File: src/rtl/sc_road_pkg.sv
// sc_road_pkg: shared state encoding, LFSR polynomial and speed-up constants
// for the LED-matrix road game engine.
package sc_road_pkg;

    typedef enum logic [1:0] {
        ST_IDLE = 2'b00,
        ST_RUN  = 2'b01,
        ST_OVER = 2'b10
    } roadState_t;

    localparam int LFSR_W = 16;
    // Right-shifting Galois form of x^16+x^14+x^13+x^11+1
    localparam logic [LFSR_W-1:0] LFSR_TAPS = 16'hB400;

    localparam int SPEEDUP_STEPS = 16;
    localparam int SPEEDUP_SHIFT = 3;

    function automatic logic [LFSR_W-1:0] lfsrStep(
        input logic [LFSR_W-1:0] cur
    );
        logic [LFSR_W-1:0] nxt;
        nxt = cur >> 1;
        if (cur[0]) nxt = nxt ^ LFSR_TAPS;
        return nxt;
    endfunction

endpackage

File: src/rtl/sc_lfsr16.sv
// sc_lfsr16: 16-bit Galois LFSR with a step enable.
// Reloads SEED on reset; SEED must be non-zero.
module sc_lfsr16
    import sc_road_pkg::*;
#(
    parameter logic [LFSR_W-1:0] SEED = 16'hACE1
) (
    input  logic              clk,
    input  logic              rstN,
    input  logic              advance,
    output logic [LFSR_W-1:0] value
);

    always_ff @(posedge clk or negedge rstN) begin
        if (!rstN) begin
            value <= SEED;
        end else if (advance) begin
            value <= lfsrStep(value);
        end
    end

endmodule

File: src/rtl/sc_road_scroller.sv
// sc_road_scroller: scrolling playfield, player car, collision and score.
// Define SC_ROADSCROLLER_SPEEDUP_EN to shorten the scroll period as score grows.
module sc_road_scroller
    import sc_road_pkg::*;
#(
    parameter int          ROWS     = 8,
    parameter int          COLS     = 8,
    parameter int          TICK_DIV = 25000000,
    parameter int          TICK_MIN = 5000000,
    parameter int          GAP_ROWS = 3,
    parameter int          SCORE_W  = 8,
    parameter logic [15:0] SEED     = 16'hACE1
) (
    input  logic                    SC_ROADSCROLLER_CLOCK_50,
    input  logic                    SC_ROADSCROLLER_RESET_InLow,
    input  logic                    SC_ROADSCROLLER_startButton_InLow,
    input  logic                    SC_ROADSCROLLER_leftButton_InLow,
    input  logic                    SC_ROADSCROLLER_rightButton_InLow,
    input  logic [$clog2(ROWS)-1:0] SC_ROADSCROLLER_rowaddr_In,
    output logic [COLS-1:0]         SC_ROADSCROLLER_rowdata_OutBUS,
    output logic [SCORE_W-1:0]      SC_ROADSCROLLER_score_OutBUS,
    output logic [1:0]              SC_ROADSCROLLER_state_Out,
    output logic                    SC_ROADSCROLLER_gameover_OutLow,
    output logic                    SC_ROADSCROLLER_scroll_Out
);

    localparam int ROW_W   = $clog2(ROWS);
    localparam int LANE_W  = (COLS > 1) ? $clog2(COLS) : 1;
    localparam int GAP_W   = (GAP_ROWS > 1) ? $clog2(GAP_ROWS) : 1;
    // Counter sized for whichever period bound is larger
    localparam int CNT_MAX = (TICK_DIV > TICK_MIN) ? TICK_DIV : TICK_MIN;
    localparam int CNT_W   = $clog2(CNT_MAX + 1);

    localparam logic [COLS-1:0] CAR_HOME = COLS'(1) << (COLS / 2);

    logic clk;
    logic rstN;
    logic [ROW_W-1:0] rowAddr;

    assign clk     = SC_ROADSCROLLER_CLOCK_50;
    assign rstN    = SC_ROADSCROLLER_RESET_InLow;
    assign rowAddr = SC_ROADSCROLLER_rowaddr_In;

    roadState_t state;
    logic [COLS-1:0] field [ROWS];
    logic [COLS-1:0] car;
    logic [SCORE_W-1:0] score;
    logic [CNT_W-1:0] tickCnt;
    logic [CNT_W-1:0] period;
    logic [GAP_W-1:0] gapCnt;
    logic [LFSR_W-1:0] lfsr;

    logic startQ;
    logic leftQ;
    logic rightQ;
    logic startPress;
    logic leftPress;
    logic rightPress;

    always_ff @(posedge clk or negedge rstN) begin
        if (!rstN) begin
            startQ     <= 1'b1;
            leftQ      <= 1'b1;
            rightQ     <= 1'b1;
            startPress <= 1'b0;
            leftPress  <= 1'b0;
            rightPress <= 1'b0;
        end else begin
            startQ     <= SC_ROADSCROLLER_startButton_InLow;
            leftQ      <= SC_ROADSCROLLER_leftButton_InLow;
            rightQ     <= SC_ROADSCROLLER_rightButton_InLow;
            startPress <= startQ & ~SC_ROADSCROLLER_startButton_InLow;
            leftPress  <= leftQ & ~SC_ROADSCROLLER_leftButton_InLow;
            rightPress <= rightQ & ~SC_ROADSCROLLER_rightButton_InLow;
        end
    end

    logic running;
    logic startRun;
    logic tickWrap;
    logic scroll;
    logic collide;
    logic gapHit;
    logic [LANE_W-1:0] laneSel;
    logic [COLS-1:0] newRow;
    logic [COLS-1:0] carNext;
    logic unusedLfsrHi;

    assign running  = (state == ST_RUN);
    assign startRun = (state == ST_IDLE) && startPress;
    assign tickWrap = (tickCnt == period - 1'b1);
    assign scroll   = running && tickWrap;
    assign collide  = running && |(field[ROWS-1] & car);
    assign gapHit   = (GAP_ROWS != 0) &&
                      (gapCnt == GAP_W'(GAP_ROWS - 1));
    assign laneSel  = LANE_W'(int'(lfsr[7:0]) % COLS);
    assign unusedLfsrHi = ^lfsr[LFSR_W-1:8];

    always_comb begin
        newRow = '0;
        if (gapHit) newRow[laneSel] = 1'b1;
    end

    // Opposing presses in one cycle cancel; edges saturate
    always_comb begin
        carNext = car;
        unique case (1'b1)
            leftPress && !rightPress: begin
                if (!car[COLS-1]) carNext = car << 1;
            end
            rightPress && !leftPress: begin
                if (!car[0]) carNext = car >> 1;
            end
            default: carNext = car;
        endcase
    end

    sc_lfsr16 #(
        .SEED(SEED)
    ) uLfsr (
        .clk(clk),
        .rstN(rstN),
        .advance(scroll),
        .value(lfsr)
    );

`ifdef SC_ROADSCROLLER_SPEEDUP_EN
    localparam int SPEED_W = $clog2(SPEEDUP_STEPS);

    logic [SPEED_W-1:0] speedCnt;
    logic [CNT_W-1:0] periodCut;
    logic [CNT_W-1:0] periodNext;

    assign periodCut  = period - (period >> SPEEDUP_SHIFT);
    assign periodNext = (periodCut < CNT_W'(TICK_MIN)) ?
                        CNT_W'(TICK_MIN) : periodCut;

    // Updated on a scroll, which is itself a tick wrap
    always_ff @(posedge clk or negedge rstN) begin
        if (!rstN) begin
            period   <= CNT_W'(TICK_DIV);
            speedCnt <= '0;
        end else if (startRun) begin
            period   <= CNT_W'(TICK_DIV);
            speedCnt <= '0;
        end else if (scroll) begin
            speedCnt <= speedCnt + 1'b1;
            if (speedCnt == SPEED_W'(SPEEDUP_STEPS - 1)) begin
                period <= periodNext;
            end
        end
    end
`else
    assign period = CNT_W'(TICK_DIV);
`endif

    always_ff @(posedge clk or negedge rstN) begin
        if (!rstN) begin
            state   <= ST_IDLE;
            car     <= CAR_HOME;
            score   <= '0;
            tickCnt <= '0;
            gapCnt  <= '0;
            for (int i = 0; i < ROWS; i++) field[i] <= '0;
        end else begin
            unique case (state)
                ST_IDLE: begin
                    if (startPress) begin
                        state   <= ST_RUN;
                        car     <= CAR_HOME;
                        score   <= '0;
                        tickCnt <= '0;
                        gapCnt  <= '0;
                        for (int i = 0; i < ROWS; i++) field[i] <= '0;
                    end
                end
                ST_RUN: begin
                    car     <= carNext;
                    tickCnt <= tickWrap ? '0 : tickCnt + 1'b1;
                    if (scroll) begin
                        for (int i = ROWS - 1; i > 0; i--) begin
                            field[i] <= field[i-1];
                        end
                        field[0] <= newRow;
                        gapCnt   <= gapHit ? '0 : gapCnt + 1'b1;
                        if (score != '1) score <= score + 1'b1;
                    end
                    if (collide) begin
                        state   <= ST_OVER;
                        tickCnt <= '0;
                    end
                end
                ST_OVER: begin
                    if (startPress) state <= ST_IDLE;
                end
                default: state <= ST_IDLE;
            endcase
        end
    end

    always_comb begin
        SC_ROADSCROLLER_rowdata_OutBUS = '0;
        if (int'(rowAddr) < ROWS) begin
            SC_ROADSCROLLER_rowdata_OutBUS = field[rowAddr];
        end
        if (rowAddr == ROW_W'(ROWS - 1)) begin
            SC_ROADSCROLLER_rowdata_OutBUS =
                SC_ROADSCROLLER_rowdata_OutBUS | car;
        end
    end

    assign SC_ROADSCROLLER_score_OutBUS    = score;
    assign SC_ROADSCROLLER_state_Out       = state;
    assign SC_ROADSCROLLER_gameover_OutLow = (state != ST_OVER);
    assign SC_ROADSCROLLER_scroll_Out      = scroll;

endmodule

File: config.mk
export PLATFORM = sky130hd
export DESIGN_NAME = sc_road_scroller
export DESIGN_NICKNAME = d
export VERILOG_FILES = /design/src/rtl/sc_road_pkg.sv /design/src/rtl/sc_lfsr16.sv /design/src/rtl/sc_road_scroller.sv
export SDC_FILE = /design/constraint.sdc
export NUM_CORES = 1
export LEC_CHECK = 0
export CAP_MARGIN = 20
export CORE_AREA = 2 2 104 106
export DETAILED_ROUTE_END_ITERATION = 10
export DIE_AREA = 0 0 106 108
export PLACE_DENSITY = 0.78
export SYNTH_ARGS = -nofsm -noshare
export SYNTH_HDL_FRONTEND = slang
export SYNTH_HIERARCHICAL = 1
export SYNTH_SLANG_ARGS = --single-unit
File: constraint.sdc
create_clock -name SC_ROADSCROLLER_CLOCK_50 -period 2.95 [get_ports SC_ROADSCROLLER_CLOCK_50]
set_clock_uncertainty 0.1 [all_clocks]
set_input_delay 0.4425 -clock SC_ROADSCROLLER_CLOCK_50 [delete_from_list [all_inputs] [get_ports SC_ROADSCROLLER_CLOCK_50]]
set_output_delay 0.4425 -clock SC_ROADSCROLLER_CLOCK_50 [all_outputs]
set_load 0.005 [all_outputs]
==> results.ini, run 1 <==
[outcome]
status = finished clean

[yosys]
netlist_instances = 481
synth_edf_count = 0
yosysTopAreaCell = dfrtp_1
ys_seq_elements = 131
synth-async-reset-ratio_pct = 100
netlist_top_cells_area = dfrtp_1 (49%), a22o_1 (8.9%), mux4_2 (5.9%)
syn_area_per_cell_um2 = 12.7
synth_top_area_share_pct = 48.8
ys_seq_area_share_pct = 54.0
synthesis.area_um2 = 6100
synth.net_count = 491
synth_ff_type = dfrtp_1
synth_cell_types = 55
yosys_warnings = 6

[worst_setup_path]
path_class = reg -> out
r2r_start = tickCnt[9]$_DFFE_PN0P_
crit_arrival_ns = 2.29
ff2ff_path_depth = 6
worstPathRequired_ns = 2.41
worst-path-max-fanout = 6
r2r_setup_slack_ns = 0.21
reg2reg_to = field[23]$_DFFE_PN0P_
worstSetupStartpointType = register
end_kind = output pin

[cells_and_area]
diodes = 0
drive_above_1_share_pct = 26.2
layout.nets = 549
mostFrequentLayoutCell = dfrtp_1
final_cell_mix = dfrtp_1 (116), a22o_1 (62), nor2_1 (35)
syn_to_final_growth_pct = 19.5
final_cells = 686
stdcell_area_um2 = 7290
nFillCells = 688

[sta]
tightest_slew_ns = 0.753
setup_tns_ns = 0
hold_viol = 0
fmax_mhz = 353
setup_viol_count_final = 0
post-route-period-util_pct = 96.0
grt_setup_unrepaired = false
finalCriticalPeriod_ns = 2.83
worst_slack_ns = 0.117
maxSlewHeadroom_pct = 49.4
finalMaxSlewViolations = 0

[power]
ir_drop_uv = 517
p_leak_nw = 3.32
p_per_area_nw_per_um2 = 575

[worst_hold_path]
min_path_type = in -> reg
whs_path_depth = 1
min_to = rightQ$_DFF_PN1_
hold_start = SC_ROADSCROLLER_rightButton_InLow

[die]
core-area_um2 = 10200
start_util_pct = 59.6
fp.dieH_um = 108
ios = 28
fp.dieArea_um2 = 11400
num_rows = 37
die_x_um = 106

[global_routing]
grt.overflow.total = 0
grt_pass1_vias = 4408
antenna_found_initial = 0
grt_max_degree = 75
grt_pass1_wl_mm = 21.8
grt_use_total_pct = 24.9

[placed_design]
hpwlAfterDp_mm = 8.30
place_area_um2 = 6550
dpl_worst_slack_ns = 0.00207
finalWeightedCongestion = 0.847
numPortBuffers = 27
placed_cells = 635

[route]
vias = 4358
wire_per_inst_um = 19.4
drt_iter0_markers = 267
drcViolationCount = 0
drtPass1Iterations = 5
via_per_inst = 6.35
ant_nets = 0
finalWirelength_mm = 13.3

[cts]
numCtsBuffers = 17
clock_sink_count = 131
tritoncts = done
clk_latency_ns = 0.52
cts_max_level = 4
clkTransAtPathRegs_ns = 0.05
clockBufferDepth = 2
clockRootBuffer = clkbuf_8

[run]
maxCapViolations = 0

Yosys cell counts, types with 7 or more instances:
library cell and instances:
dfstp_2 12, buf_6 7, nand3_1 16, nor4_1 8, nand4_1 8, a21oi_1 10
nand2_1 20, xnor2_1 15, nor2b_1 7, xor2_1 11, buf_2 8, a22o_1 62
inv_1 8, or2_2 11, nor2_1 35, mux4_2 16, dfrtp_1 119, mux2_2 23
final cells by class:
class	instances	area, um^2	share of cell area (%)
Multi-Input combinational cell	319	2630	36.1
Inverter	8	30.0	0.412
Sequential cell	131	3300	45.2
Timing Repair Buffer	62	613	8.41
Clock buffer	26	498	6.83
Clock inverter	4	47.5	0.652
Tap cell	136	170	2.33
cell families (layout without fill, tap and decap cells):
kind of cell / Yosys count / count (layout) / synth area share (%)
XOR/XNOR: 26 / 26 / 3.73
AO/OA/AOI/OAI: 109 / 109 / 14.5
buffers and inverters: 31 / 100 / 3.26
multiplexers: 44 / 44 / 11.3
adder cells (fa/ha/maj): 2 / 2 / 0.410
flip-flops: 131 / 131 / 54.0
AND/OR/NAND/NOR: 138 / 138 / 12.9
critical path, cell delays in order (launching register included):
cell and delay [ns]:
dfrtp_1 0.43, or4_4 0.59, nor4_4 0.35, and3_4 0.26
clkbuf_2 0.14
per-layer routing:
layer,up-vias,part of all wire (%),global-route usage (%)
met1,2194,42,31.6
li1,1944,-,-
met3,50,5.9,6.93
met2,170,49,39.5
met5,-,0,0
met4,0,3.5,12.9
worst max-delay path by stage:
stage                                        from  cells past startpoint                           endpoint  slack (ns)
floorplan           SC_ROADSCROLLER_rowaddr_In[0]                      4  SC_ROADSCROLLER_rowdata_OutBUS[0]        0.21
global placement    SC_ROADSCROLLER_rowaddr_In[0]                      5  SC_ROADSCROLLER_rowdata_OutBUS[7]        0.03
detailed placement  SC_ROADSCROLLER_rowaddr_In[0]                      5  SC_ROADSCROLLER_rowdata_OutBUS[6]       0.002
CTS                        tickCnt[9]$_DFFE_PN0P_                      4         SC_ROADSCROLLER_scroll_Out       -0.01
global route               tickCnt[7]$_DFFE_PN0P_                      4         SC_ROADSCROLLER_scroll_Out        0.02
finish                     tickCnt[7]$_DFFE_PN0P_                      4         SC_ROADSCROLLER_scroll_Out        0.12
sequential cells by signal (all words and copies together), names as in the netlist, 2 cells and up:
signal	cells
field	64
tickCnt	25
uLfsr/value	16
SC_ROADSCROLLER_score_OutBUS	8
car	8
SC_ROADSCROLLER_state_Out	2
gapCnt	2
per-stage QoR:
step	total power (W)	util, %	hold WS, ns
floorplan	0.00214	-	0.0469
finish	0.00419	71.2	0.256
global placement	0.00225	64.0	0.332
global route	0.00435	71.2	0.246
detailed placement	0.00227	64.0	0.342
CTS	0.00421	70.5	0.236
repair_timing:
action,CTS,global route
buffers inserted,11,9
pin swaps,0,1
setup endpoints to repair,8,3
hold buffers,1,0
gates resized for setup,14,4
hold endpoints to repair,33,0
where the power goes:
part	internal, W	total (W)	leakage, nW	switching, W
Sequential	0.00186	0.00193	1.76	0.0000605
Combinational	0.000161	0.000349	1.29	0.000189
Clock	0.00122	0.00192	0.267	0.000700
Total	0.00324	0.00419	3.32	0.000949
Power figures use the tool's default switching activity.
==> run 2, diff against run 1 <==
--- a/config.mk
+++ b/config.mk
@@ -6,10 +6,10 @@
 export NUM_CORES = 1
 export LEC_CHECK = 0
 export CAP_MARGIN = 20
-export CORE_AREA = 2 2 104 106
+export CORE_AREA = 2 2 110 112
 export DETAILED_ROUTE_END_ITERATION = 10
-export DIE_AREA = 0 0 106 108
-export PLACE_DENSITY = 0.78
+export DIE_AREA = 0 0 112 114
+export PLACE_DENSITY = 0.74
 export SYNTH_ARGS = -nofsm -noshare
 export SYNTH_HDL_FRONTEND = slang
 export SYNTH_HIERARCHICAL = 1
==> constraint.sdc (replaced) <==
create_clock -name SC_ROADSCROLLER_CLOCK_50 -period 2.4 [get_ports SC_ROADSCROLLER_CLOCK_50]
set_clock_uncertainty 0.1 [all_clocks]
set_input_delay 0.36 -clock SC_ROADSCROLLER_CLOCK_50 [delete_from_list [all_inputs] [get_ports SC_ROADSCROLLER_CLOCK_50]]
set_output_delay 0.36 -clock SC_ROADSCROLLER_CLOCK_50 [all_outputs]
set_load 0.005 [all_outputs]
==> run 2 against run 1 <==
The run now ends with negative setup slack left. Sequential share of layout area is 3.3 points lower. Final area up 7.8%. Clock power grew 47%. Register-to-register slack got worse by 0.48 ns. Total power rose by 35%. Via count rose by 1.1%. Final cell count up 7.4%. Core utilization shrank 4.1 points. Sequential power is 22% higher. Critical path type is now reg -> reg. Largest cell class unchanged. Largest power group is now the clock network.
==> results.ini, run 2 (same netlist as run 1, synthesis figures left out) <==
[cts]
clockRootBuffer = clkbuf_16
clk_latency_ns = 0.42  ; -0.10 ns
tritoncts = done
numCtsBuffers = 17  ; unchanged
clock_sink_count = 131  ; unchanged
clockBufferDepth = 2  ; unchanged
cts_max_level = 4  ; unchanged
clkTransAtPathRegs_ns = 0.06  ; about the same

[power]
p_seq_share_pct = 41.7  ; -4.2 points
clkPwrFrac_pct = 50.1  ; +4.4 points
ir_drop_uv = 749  ; +45%
switchingPower_w = 0.00126  ; +33%
p_per_area_nw_per_um2 = 718  ; +25%
intPower_w = 0.00438  ; +35%
p_leak_nw = 3.58  ; +7.7%
p_comb_share_pct = 8.2  ; about the same
p_sw_share_pct = 22.4  ; -0.27 points

[sta]
post-route-period-util_pct = 111
grt_setup_unrepaired = true
finalCriticalPeriod_ns = 2.67
worst_slack_ns = -0.270  ; -0.387 ns
whs_ns = 0.271  ; +0.0145 ns
finalMaxSlewViolations = 0  ; unchanged
maxSlewHeadroom_pct = 55.3  ; +5.9 points
tightest_slew_ns = 0.670  ; -0.0823 ns
hold_viol = 0  ; unchanged
fmax_mhz = 375
setup_viol_count_final = 90  ; +90

[global_routing]
grt.overflow.total = 0  ; unchanged
grt_pass1_wl_mm = 22.8  ; +4.6%
grt_use_total_pct = 23.1  ; -1.8 points
antenna_found_initial = 0  ; unchanged
grt_pass1_vias = 4489  ; +1.8%
grt_max_degree = 132  ; +76%

[worst_setup_path]
worstSetupStartpointType = register
end_kind = register
crit_arrival_ns = 2.88  ; +0.59 ns
r2r_setup_slack_ns = -0.27  ; -0.48 ns
worstPathRequired_ns = 2.61  ; +0.20 ns
ff2ff_path_depth = 7  ; +1
worst-path-max-fanout = 35  ; +29
path_class = reg -> reg

[outcome]
status = complete, but fails checks
violations = negative setup slack

[run]
maxCapViolations = 0  ; unchanged

[cells_and_area]
drive_above_1_share_pct = 33.2  ; +7.0 points
layout.nets = 587  ; +6.9%
largest_reg_flops = 64  ; unchanged
seqCellArea_um2 = 3290  ; -0.11%
multi_input_area_um2 = 2720  ; +3.2%
final_cells = 737  ; +7.4%
post-route-util_pct = 67.1  ; -4.1 points
nFillCells = 832  ; +21%
final_cell_mix = dfrtp_1 (119), a22o_1 (62), buf_4 (58)
regMostFlops = field
mostFrequentLayoutCell = dfrtp_1
syn_to_final_growth_pct = 28.8
reg_top3 = field: 64 flops, tickCnt: 25 flops, uLfsr/value: 16 flops
diodes = 0  ; unchanged

[placed_design]
finalWeightedCongestion = 0.816  ; -3.7%
hpwlAfterDp_mm = 8.86  ; +6.7%
placed_cells = 677  ; +6.6%
numPortBuffers = 27  ; unchanged

[die]
fp.dieArea_um2 = 12800  ; +12%
start_util_pct = 52.1  ; -7.5 points
core-area_um2 = 11700  ; +14%
fp.dieH_um = 114  ; +5.6%
ios = 28  ; unchanged
die_x_um = 112  ; +5.7%
num_rows = 40  ; +8.1%

[route]
drtPass1Iterations = 4  ; -1
ant_nets = 0  ; unchanged
via_per_inst = 5.98  ; -5.9%
vias = 4405  ; +1.1%
wire_per_inst_um = 19.2  ; -1.1%
finalWirelength_mm = 14.1  ; +6.3%
drcViolationCount = 0  ; unchanged
drt_iter0_markers = 420  ; +57%

[worst_hold_path]
min_path_type = in -> reg
whs_path_depth = 1  ; unchanged

-- run 2: layout make-up --
cell class                      instances  share of cell area (%)
Sequential cell                       131                    41.9
Multi-Input combinational cell        319                    34.6
Timing Repair Buffer                  100                    12.5
Clock buffer                           18                    5.59
Clock inverter                         14                    2.67
Tap cell                              147                    2.34
Inverter                                8                   0.382
-- run 2: power by group through the flow --
stage          Combinational (W)  Clock (W)  Sequential [W]
2_1_floorplan           0.000240          0         0.00239
3_3_place_gp            0.000411          0         0.00239
3_5_place_dp            0.000426          0         0.00239
4_1_cts                 0.000466    0.00286         0.00235
5_1_grt                 0.000509    0.00296         0.00236
6_report                0.000463    0.00283         0.00236
-- run 2: layer usage --
metal | global-route usage [%] | part of all wire, % | vias to the layer above
li1 | - | - | 2015
met1 | 29.1 | 43 | 2275
met2 | 39.2 | 52 | 97
met3 | 5.74 | 3.7 | 18
met4 | 8.29 | 1.6 | 0
met5 | 0 | 0 | -
-- run 2: stage by stage --
step	setup WS [ns]	power [W]	TNS [ns]	area, um^2
2_1_floorplan	-0.112	0.00263	-3.67	6110
3_3_place_gp	-0.349	0.00280	-7.29	6830
3_5_place_dp	-0.371	0.00282	-11.56	6830
4_1_cts	-0.285	0.00568	-14.14	7680
5_1_grt	-0.336	0.00583	-21.30	7860
6_report	-0.270	0.00564	-14.06	7860
-- run 2: timing repair --
action / in CTS / in global routing
buffers inserted: 18 / 8
hold buffers: 1 / 0
pin swaps: 14 / 4
endpoints found under the setup margin: 91 / 116
gates cloned: 0 / 2
resized for setup: 63 / 19
endpoints found under the hold margin: 78 / 0
-- run 2: worst paths after layout --
kind	endpoint	start
worst max register to register	field[50]$_DFFE_PN0P_	tickCnt[23]$_DFFE_PN0P_
worst max-delay path	field[50]$_DFFE_PN0P_	tickCnt[23]$_DFFE_PN0P_
worst min register to register	uLfsr/value[4]$_DFFE_PN0P_	uLfsr/value[4]$_DFFE_PN0P_
worst min-delay path	rightQ$_DFF_PN1_	SC_ROADSCROLLER_rightButton_InLow
max in group asynchronous	tickCnt[10]$_DFFE_PN0P_	SC_ROADSCROLLER_RESET_InLow
min in group asynchronous	field[5]$_DFFE_PN0P_	SC_ROADSCROLLER_RESET_InLow
-- run 2: critical path: stages, from the launching register on --
cell,delay (ns)
dfrtp_1,0.38
or4_4,0.56
buf_4,0.16
or4_4,0.53
nor3_4,0.23
o21ai_4,0.11
buf_12,0.22
a22o_2,0.26
==> run 3, diff against run 2 <==
--- a/config.mk
+++ b/config.mk
@@ -7,6 +7,7 @@
 export LEC_CHECK = 0
 export CAP_MARGIN = 20
 export CORE_AREA = 2 2 110 112
+export CTS_CLUSTER_DIAMETER = 50
 export DETAILED_ROUTE_END_ITERATION = 10
 export DIE_AREA = 0 0 112 114
 export PLACE_DENSITY = 0.74
==> results of run 3 <==
The final DEF is identical to that of run 2; final timing and power are the same.
